===== config.mk =====
export PLATFORM = sky130hd
export DESIGN_NAME = demux_4ch
export DESIGN_NICKNAME = d
export VERILOG_FILES = /design/src/rtl/cpu_pkg.sv /design/src/rtl/demux_slot.sv /design/src/rtl/demux_4ch.sv
export SDC_FILE = /design/constraint.sdc
export NUM_CORES = 1
export LEC_CHECK = 0
export CORE_ASPECT_RATIO = 1.75
export CORE_MARGIN = 3
export CORE_UTILIZATION = 51
export CTS_BUF_LIST = sky130_fd_sc_hd__clkbuf_4
export DETAILED_ROUTE_END_ITERATION = 6
export PLACE_DENSITY = 0.86
export SLEW_MARGIN = 40
export SYNTH_ARGS = -nofsm -noshare
export SYNTH_HDL_FRONTEND = slang
export SYNTH_HIERARCHICAL = 1
export SYNTH_SLANG_ARGS = --single-unit

===== constraint.sdc =====
create_clock -name clk -period 3.09 [get_ports clk]
set_clock_uncertainty 0.2 [all_clocks]
set_input_delay 0.618 -clock clk [delete_from_list [all_inputs] [get_ports clk]]
set_output_delay 0.618 -clock clk [all_outputs]
set_load 0.005 [all_outputs]

===== src/rtl/cpu_pkg.sv =====
// Shared definitions for the CPU 4:1 select path: channel codes used by both
// the mux and the demux, plus the holding-slot state encoding.
package cpu_pkg;

    localparam int NUM_CH = 4;

    localparam logic [1:0] CH_A = 2'b00;
    localparam logic [1:0] CH_B = 2'b01;
    localparam logic [1:0] CH_C = 2'b10;
    localparam logic [1:0] CH_D = 2'b11;

    typedef enum logic {
        SLOT_EMPTY = 1'b0,
        SLOT_FULL  = 1'b1
    } slot_state_e;

endpackage


===== src/rtl/demux_slot.sv =====
// One-entry holding register with EMPTY/FULL tracking for a demux channel.
//
//   state      | meaning
//   -----------+----------------------------------------------
//   SLOT_EMPTY | no data held; output valid low
//   SLOT_FULL  | data held, presented until consumer takes it
module demux_slot
    import cpu_pkg::*;
#(
    parameter int WIDTH = 8
) (
    input  logic             clk,
    input  logic             rst_n,
    input  logic             load,
    input  logic [WIDTH-1:0] load_data,
    input  logic             drain,
    output logic             valid,
    output logic [WIDTH-1:0] data
);

    slot_state_e      state_q, state_d;
    logic [WIDTH-1:0] data_q, data_d;

    always_ff @(posedge clk or negedge rst_n) begin
        if (!rst_n) begin
            state_q <= SLOT_EMPTY;
            data_q  <= '0;
        end else begin
            state_q <= state_d;
            data_q  <= data_d;
        end
    end

    // A load wins over a drain so that drain+fill in one cycle keeps the slot FULL.
    always_comb begin
        state_d = state_q;
        data_d  = data_q;
        if (load) begin
            state_d = SLOT_FULL;
            data_d  = load_data;
        end else if (drain) begin
            state_d = SLOT_EMPTY;
        end
    end

    always_comb begin
        valid = (state_q == SLOT_FULL);
        data  = data_q;
    end

endmodule


===== src/rtl/demux_4ch.sv =====
// Registered 1-to-4 valid/ready demultiplexer: steers one producer stream onto
// channels a/b/c/d by in_sel, each channel buffered by its own holding slot.
module demux_4ch
    import cpu_pkg::*;
#(
    parameter int WIDTH = 8
) (
    input  logic                  clk,
    input  logic                  rst_n,
    input  logic [WIDTH-1:0]      in_data,
    input  logic [1:0]            in_sel,
    input  logic                  in_valid,
    output logic                  in_ready,
    output logic [4*WIDTH-1:0]    out_data,
    output logic [NUM_CH-1:0]     out_valid,
    input  logic [NUM_CH-1:0]     out_ready,
    output logic [7:0]            xfer_cnt
);

    logic              accept;
    logic [NUM_CH-1:0] load_vec;
    logic [NUM_CH-1:0] slot_valid;
    logic [WIDTH-1:0]  slot_data [NUM_CH];
    logic [7:0]        xfer_cnt_q, xfer_cnt_d;

    // The only combinational path through the block: in_sel/out_ready -> in_ready.
    always_comb begin
        in_ready = ~slot_valid[in_sel] | out_ready[in_sel];
        accept   = in_valid & in_ready;
        for (int k = 0; k < NUM_CH; k++) begin
            load_vec[k] = accept & (in_sel == 2'(k));
        end
    end

    for (genvar k = 0; k < NUM_CH; k++) begin : g_slot
        demux_slot #(
            .WIDTH(WIDTH)
        ) u_slot (
            .clk       (clk),
            .rst_n     (rst_n),
            .load      (load_vec[k]),
            .load_data (in_data),
            .drain     (out_ready[k]),
            .valid     (slot_valid[k]),
            .data      (slot_data[k])
        );
        assign out_data[k*WIDTH +: WIDTH] = slot_data[k];
    end

    assign out_valid = slot_valid;

    always_comb begin
        xfer_cnt_d = xfer_cnt_q;
        if (accept) begin
            xfer_cnt_d = xfer_cnt_q + 8'd1;
        end
    end

    always_ff @(posedge clk or negedge rst_n) begin
        if (!rst_n) begin
            xfer_cnt_q <= '0;
        end else begin
            xfer_cnt_q <= xfer_cnt_d;
        end
    end

    assign xfer_cnt = xfer_cnt_q;

endmodule


After elaboration in Yosys (flattened, before gate mapping)
Index checks and enable logic that the tools add are counted.
W data, S select, Z words.
- output and inout bits: 45
- bits in registers: 44
- magnitude comparators: 1
- bitwise gates (word level): 7
- muxes and demuxes: 12
- reduce and logical (&&, ||, !) cells: 5
- add/subtract/negate cells: 1
- eq/ne operators: 3
- operators with widths (operator ; count):
    $mux W1 ; 10
    $add A8 B1 Y8 const B ; 1
    $reduce_bool A2 Y1 ; 4
    $and A1 B1 Y1 ; 5
    $bmux W1 S2 ; 2
    $eq A2 B2 Y1 const B ; 2
    $lt A2 B3 Y1 const B ; 1
    $eq A2 B1 Y1 const B ; 1
    $logic_not A2 Y1 ; 1
    $not A1 Y1 ; 1
    $or A1 B1 Y1 ; 1

Longest topological paths before layout
Gate-level depths: netlist (run 1).
- word-level depth: 7
- mapped depth: 5
- gate-level depth less buffers: 4

Hierarchy
The synthesis (run 1) kept the hierarchy.
- by module, submodules not included (module ; cells an instance ; times used ; area an instance (sq um)):
    demux_slot ; 20 ; 4 ; 369.1
    demux_4ch ; 39 ; 1 ; 457.9

Worst setup path after synthesis (run 1)
No wires, ideal clock.
- path type: input to output
- start: input out_ready[3]
- end: output in_ready
- data required time: 2272 ps
- buffers on the path: 0
- setup slack: 995 ps
- cell stages on the path: 2
- arrival: 1277 ps
- path through: nand2b_4 > mux4_2
- word-level cells in the longest chain between the ends: 3
- ends and longest elaborated chain (item ; RTL line ; text):
    start, declared ; demux_4ch.sv:16 ; input logic [NUM_CH-1:0] out_ready,
    $bmux W1 S2 ; demux_4ch.sv:28 ; in_ready = ~slot_valid[in_sel] | out_ready[in_sel];
    $mux W1 (not written as such) ; demux_4ch.sv:28 ;
    $or A1 B1 Y1 ; demux_4ch.sv:28 ;
    end, declared ; demux_4ch.sv:13 ; output logic in_ready,
No other way between the ends. The select of a mux whose other input is x is not followed.

Final worst setup path (run 1)
- start: input out_ready[0]
- end: output in_ready
Same word-level chain as after synthesis.

==> results.toml, run 1 <==
[floorplan]
fp.dieArea_um2 = 4597
rows = 29
core_um2 = 3628
start_util = 0.5331
io_pins = 62
die_width_um = 52.56
die_h_um = 87.47

[pwr]
cellPowerDensity_nw_per_um2 = 656.4
total_power_uw = 1762
p_leak_uw = 0.001220
vdd_drop_max_mv = 0.4631

[setup_path]
critPathRequiredTime_ns = 2.27
path_cells = "clkdlybuf4s50_1 > nand2b_1 > mux4_2 > clkdlybuf4s50_1"
start_kind = "primary input"
endpoint_kind = "primary output"
critPathSlowestCell = "mux4_2"
path_class = "in2out"
worst-path-max-fanout = 2
reg2reg_depth = 5
path_common_cell = "clkdlybuf4s50_1"
crit_arrival_ns = 2.19
cpPeakStageDelay_ns = 0.50

[timing]
rsz0062_at_grt = "false"
period_minus_slack_ns = 3.009
worstMarginPinSlew_ns = 0.6549
fmax_mhz = 332.4
slew_viol_final = 0
slew_headroom = 0.5631
timing.setup.tns_ns = 0
min_period_over_period = 0.9737
setup_violations = 0
worst_slack_ns = 0.08117
final_hold_viol_count = 0

[status]
status = "finished, final reports clean"

[place]
hpwl_um = 3185
post-place-ws_ns = 0.08954
place.gp.congestion = 0.7852
io_buffers = 61

[layout]
finalNetCount = 205
multi_input_area_um2 = 784.5
synthToLayoutAreaGrowth_pct = 38.74
antennaDiodeCount = 0
final_common_cell = "clkdlybuf4s50_1"
seq_area_um2 = 1101
num-fill-cells = 246
final_cell_mix = "clkdlybuf4s50_1 (60), dfrtp_1 (44), mux2_4 (33)"
drive_gt1_frac = 0.3032

[synth]
ys_ff_latch = 44
syn_inst = 119
synth_cell_types = 20
synthesis.nets = 137
seq_area_frac_synth = 0.5692
syn-cell-area_um2 = 1934
ys_warn_count = 6
avgSynthCellArea_um2 = 16.26

[cts]
hold_buffers = 0
clkSlewWorstSetupHoldPaths_ns = 0.13
cts_buffers = 5
clock_latency_ns = 0.36
htreeDepth = 2
cts_buffer_depth = 2
cts-resized-gates = 0
cts_root_buffer = "clkbuf_4"
post_cts_buffers = 0
cts_sinks = 44
cts_tree = "yes"

[detailed_routing]
vias_per_cell = 5.291
drc = 0
vias = 1238
first_pass_iters = 4
drtIter0Drc = 12
antenna_left = 0
wl_um = 4281
wl_per_cell_um = 18.29

[global_routing]
grt_util_all_layers = 0.2080
grtUsageMet1 = 0.2236
busiest_layer = "met2"
gr-usage-met2 = 0.3688
grt_util_met3 = 0.05146
grt.overflow.total = 0
grt_pass1_vias = 1316
antenna_found_initial = 0
grt_pass1_wl_um = 6893
grt_max_degree = 45

[run]
max-cap-violations = 0

[min_path]
min_path_type = "in2async"
==> power by group <==
group | leakage [µW] | switching, µW | internal [µW] | total (µW)
logic | 0.000647 | 167 | 425 | 592
registers | 0.000532 | 111 | 710 | 821
clock network | 0.0000412 | 180 | 169 | 349
total | 0.00122 | 458 | 1300 | 1760
==> critical path: cells and delay by family <==
family,cells,cell delay (ns)
simple gates,1,0.17
mux,1,0.50
buf+inv,2,0.90
==> routing by layer <==
metal  routed length (µm)  up-vias
met3                  195       10
met1                 1551      634
met4                  120        0
met5                    0        -
met2                 2415       40
li1                     -      554
==> synth_stat cells <==
cell type,n,area (µm²)
a21o_2,4,35.03
and2_1,1,6.260
and3_1,3,18.77
and4_2,1,10.01
and4b_1,1,10.01
buf_6,4,45.04
clkbuf_1,1,3.750
dfrtp_1,44,1101
ha_1,1,12.51
inv_1,4,15.01
mux2_4,33,495.5
mux4_2,1,22.52
nand2_2,1,6.260
nand2b_1,2,12.51
nand2b_4,2,27.53
nand3_1,5,25.02
nand4_1,2,12.51
nor2_1,1,3.750
nor4bb_1,1,10.01
xnor2_1,7,61.31
==> registers in the layout, summed over array words and instances (netlist names) <==
signal / flops
g_slot.u_slot/data: 32
g_slot.u_slot/valid: 4
xfer_cnt: 8
==> area by class of cell <==
class | instances | share of cell area
Tap cell | 46 | 0.02145
Inverter | 4 | 0.005594
Multi-Input combinational cell | 66 | 0.2923
Timing Repair Buffer | 66 | 0.2406
Clock inverter | 3 | 0.01585
Sequential cell | 44 | 0.4103
Clock buffer | 5 | 0.01399
==> cells by family after synthesis <==
| family | count (synthesis) | synth area share |
|---|---|---|
| buffers and inverters | 9 | 0.03298 |
| XOR/XNOR | 7 | 0.03170 |
| AO/OA/AOI/OAI | 4 | 0.01811 |
| multiplexers | 34 | 0.2678 |
| adder cells (fa/ha/maj) | 1 | 0.006467 |
| flip-flops | 44 | 0.5692 |
| AND/OR/NAND/NOR | 20 | 0.07374 |
==> through the flow <==
step	hold WS [ns]	utilization	instance area (µm²)	std cells
after global placement	0.2658	0.7169	2601	226
after floorplan	0.1224	-	1934	119
after global routing	0.04671	0.7397	2684	234
after CTS	0.03342	0.7397	2684	234
after detailed placement	0.2663	0.7176	2604	226
final	0.02883	0.7397	2684	234
==> path summary, 6_finish.rpt <==
path / startpoint / endpoint / slack [ns]
worst max register to register: g_slot[2].u_slot/valid$_DFFE_PN0P_ / xfer_cnt[1]$_DFFE_PN0P_ / 1.22
worst max-delay path: out_ready[0] / in_ready / 0.08
min in group clk: xfer_cnt[7]$_DFFE_PN0P_ / xfer_cnt[7]$_DFFE_PN0P_ / 0.29
worst min register to register: xfer_cnt[7]$_DFFE_PN0P_ / xfer_cnt[7]$_DFFE_PN0P_ / 0.29
worst min-delay path: rst_n / g_slot[1].u_slot/data[4]$_DFFE_PN0P_ / 0.03
max in group asynchronous: rst_n / xfer_cnt[5]$_DFFE_PN0P_ / 2.29
No activity file was read; power rests on OpenSTA's default activity.
==> inputs of run 2 (changes only) <==
--- a/config.mk
+++ b/config.mk
@@ -7,10 +7,10 @@
 export LEC_CHECK = 0
 export CORE_ASPECT_RATIO = 1.75
 export CORE_MARGIN = 3
-export CORE_UTILIZATION = 51
+export CORE_UTILIZATION = 48
 export CTS_BUF_LIST = sky130_fd_sc_hd__clkbuf_4
 export DETAILED_ROUTE_END_ITERATION = 6
-export PLACE_DENSITY = 0.86
+export PLACE_DENSITY = 0.82
 export SLEW_MARGIN = 40
 export SYNTH_ARGS = -nofsm -noshare
 export SYNTH_HDL_FRONTEND = slang
==> run 2 against run 1 <==
Critical path depth stayed put. Non-clock buffer count is 1 higher. Sequential power is 0.6% lower. Flip-flop and latch count stayed put. First-iteration DRC count is 8.3% lower. Global-route usage is 2.2 points lower. Final cell count stayed put. Combinational power is 0.7% lower.
==> results.toml, run 2 (synthesis results as in run 1) <==
[status]
status = "finished, final reports clean"

[setup_path]
crit_buf_inv = 2
path_cells = "clkdlybuf4s50_1 > nand2b_4 > mux4_2 > clkdlybuf4s50_1"
critPathRequiredTime_ns = 2.27
crit_family = "buffers and inverters"
cpPeakStageDelay_ns = 0.49
critPathSlowestCell = "mux4_2"
endpoint_kind = "primary output"
path_class = "in2out"
start_kind = "primary input"
r2r_start = "g_slot[0].u_slot/valid$_DFFE_PN0P_"
path_common_cell = "clkdlybuf4s50_1"
crit_arrival_ns = 2.16
crit_start = "out_ready[3]"
worst-path-max-fanout = 2

[pwr]
p_leak_uw = 0.001235
vdd_drop_max_mv = 0.5908
cellPowerDensity_nw_per_um2 = 673.5

[detailed_routing]
first_pass_iters = 4
drtIter0Drc = 11
antenna_left = 0
vias_per_cell = 5.145
vias = 1204
wl_per_cell_um = 17.35
wl_um = 4061
drc = 0

[layout]
synthToLayoutAreaGrowth_pct = 40.04
finalNetCount = 206
final_common_cell = "clkdlybuf4s50_1"
largest_register_ffs = 32
drive_gt1_frac = 0.3032
antennaDiodeCount = 0
fin_cells = 234
final_area_um2 = 2709
final_cell_mix = "clkdlybuf4s50_1 (60), dfrtp_1 (44), mux2_4 (33)"

[cts]
cts_sinks = 44
clkSlewWorstSetupHoldPaths_ns = 0.13
post_cts_buffers = 0
htreeDepth = 2
cts_tree = "yes"
cts-resized-gates = 0
cts_buffer_depth = 2
cts_buffers = 5
hold_buffers = 0
clock_latency_ns = 0.34
cts_root_buffer = "clkbuf_4"

[place]
dpl_cell_area_um2 = 2611
place.gp.congestion = 0.7646
io_buffers = 61
hpwl_um = 3006
post-place-ws_ns = 0.1115
place_inst = 227

[floorplan]
die_width_um = 53.99
start_util = 0.5176
die_h_um = 89.98
core_um2 = 3737
fp.dieArea_um2 = 4857
io_pins = 62
rows = 29

[timing]
slew_viol_final = 0
period_minus_slack_ns = 2.978
worst_slack_ns = 0.1125
min_period_over_period = 0.9636
timing.setup.tns_ns = 0
worstMarginPinSlew_ns = 0.5352
slew_headroom = 0.6432
holdWs_ns = 0.03457
fmax_mhz = 335.9
final_hold_viol_count = 0
rsz0062_at_grt = "false"
setup_violations = 0

[global_routing]
grt.overflow.total = 0
grt_util_all_layers = 0.1865
grt_pass1_wl_um = 6727
grt_max_degree = 45
grt_pass1_vias = 1356
antenna_found_initial = 0

[min_path]
min_path_type = "in2async"

[run]
max-cap-violations = 0
[run 2: worst paths after layout]
kind | endpoint | slack [ns] | depth (start not counted)
setup / recovery | in_ready | 0.11 | 4
hold / removal | g_slot[0].u_slot/data[0]$_DFFE_PN0P_ | 0.03 | 1
setup reg to reg | xfer_cnt[1]$_DFFE_PN0P_ | 1.23 | 5
hold reg to reg | xfer_cnt[7]$_DFFE_PN0P_ | 0.28 | 1
max in group asynchronous | g_slot[0].u_slot/data[1]$_DFFE_PN0P_ | 2.27 | 1
min in group clk | xfer_cnt[7]$_DFFE_PN0P_ | 0.28 | 1
[run 2: area by class of cell]
class | instances | area, µm²
flip-flops and latches | 44 | 1101
fillers | 238 | 1028
repair buffers | 67 | 653.1
clock inverters | 2 | 60.06
multi-input cells | 66 | 784.5
well taps | 46 | 57.56
inverters | 4 | 15.01
clock buffers | 5 | 37.54
[run 2: metal layers]
metal	vias to the layer above	global-route usage	wire length, µm
met5	-	0	0
met4	0	0.06029	53
met3	6	0.03146	216
met2	47	0.3158	2203
met1	602	0.2318	1587
li1	549	-	-
[run 2: power breakdown]
group / internal (µW) / switching [µW]
Clock: 248 / 172
Combinational: 425 / 164
Sequential: 710 / 106
[run 2: stage by stage]
step	util	power, µW
global route	0.7248	1914
detailed placement	0.6987	1420
CTS	0.7248	1847
global placement	0.6980	1399
floorplan	-	1054
finish	0.7248	1824
[run 2: worst register-to-register path: stages, from the launching register on]
cell      delay, ns
dfrtp_1        0.41
nand2b_1       0.10
mux4_2         0.49
buf_4          0.18
nand2_2        0.09
mux2_4         0.30
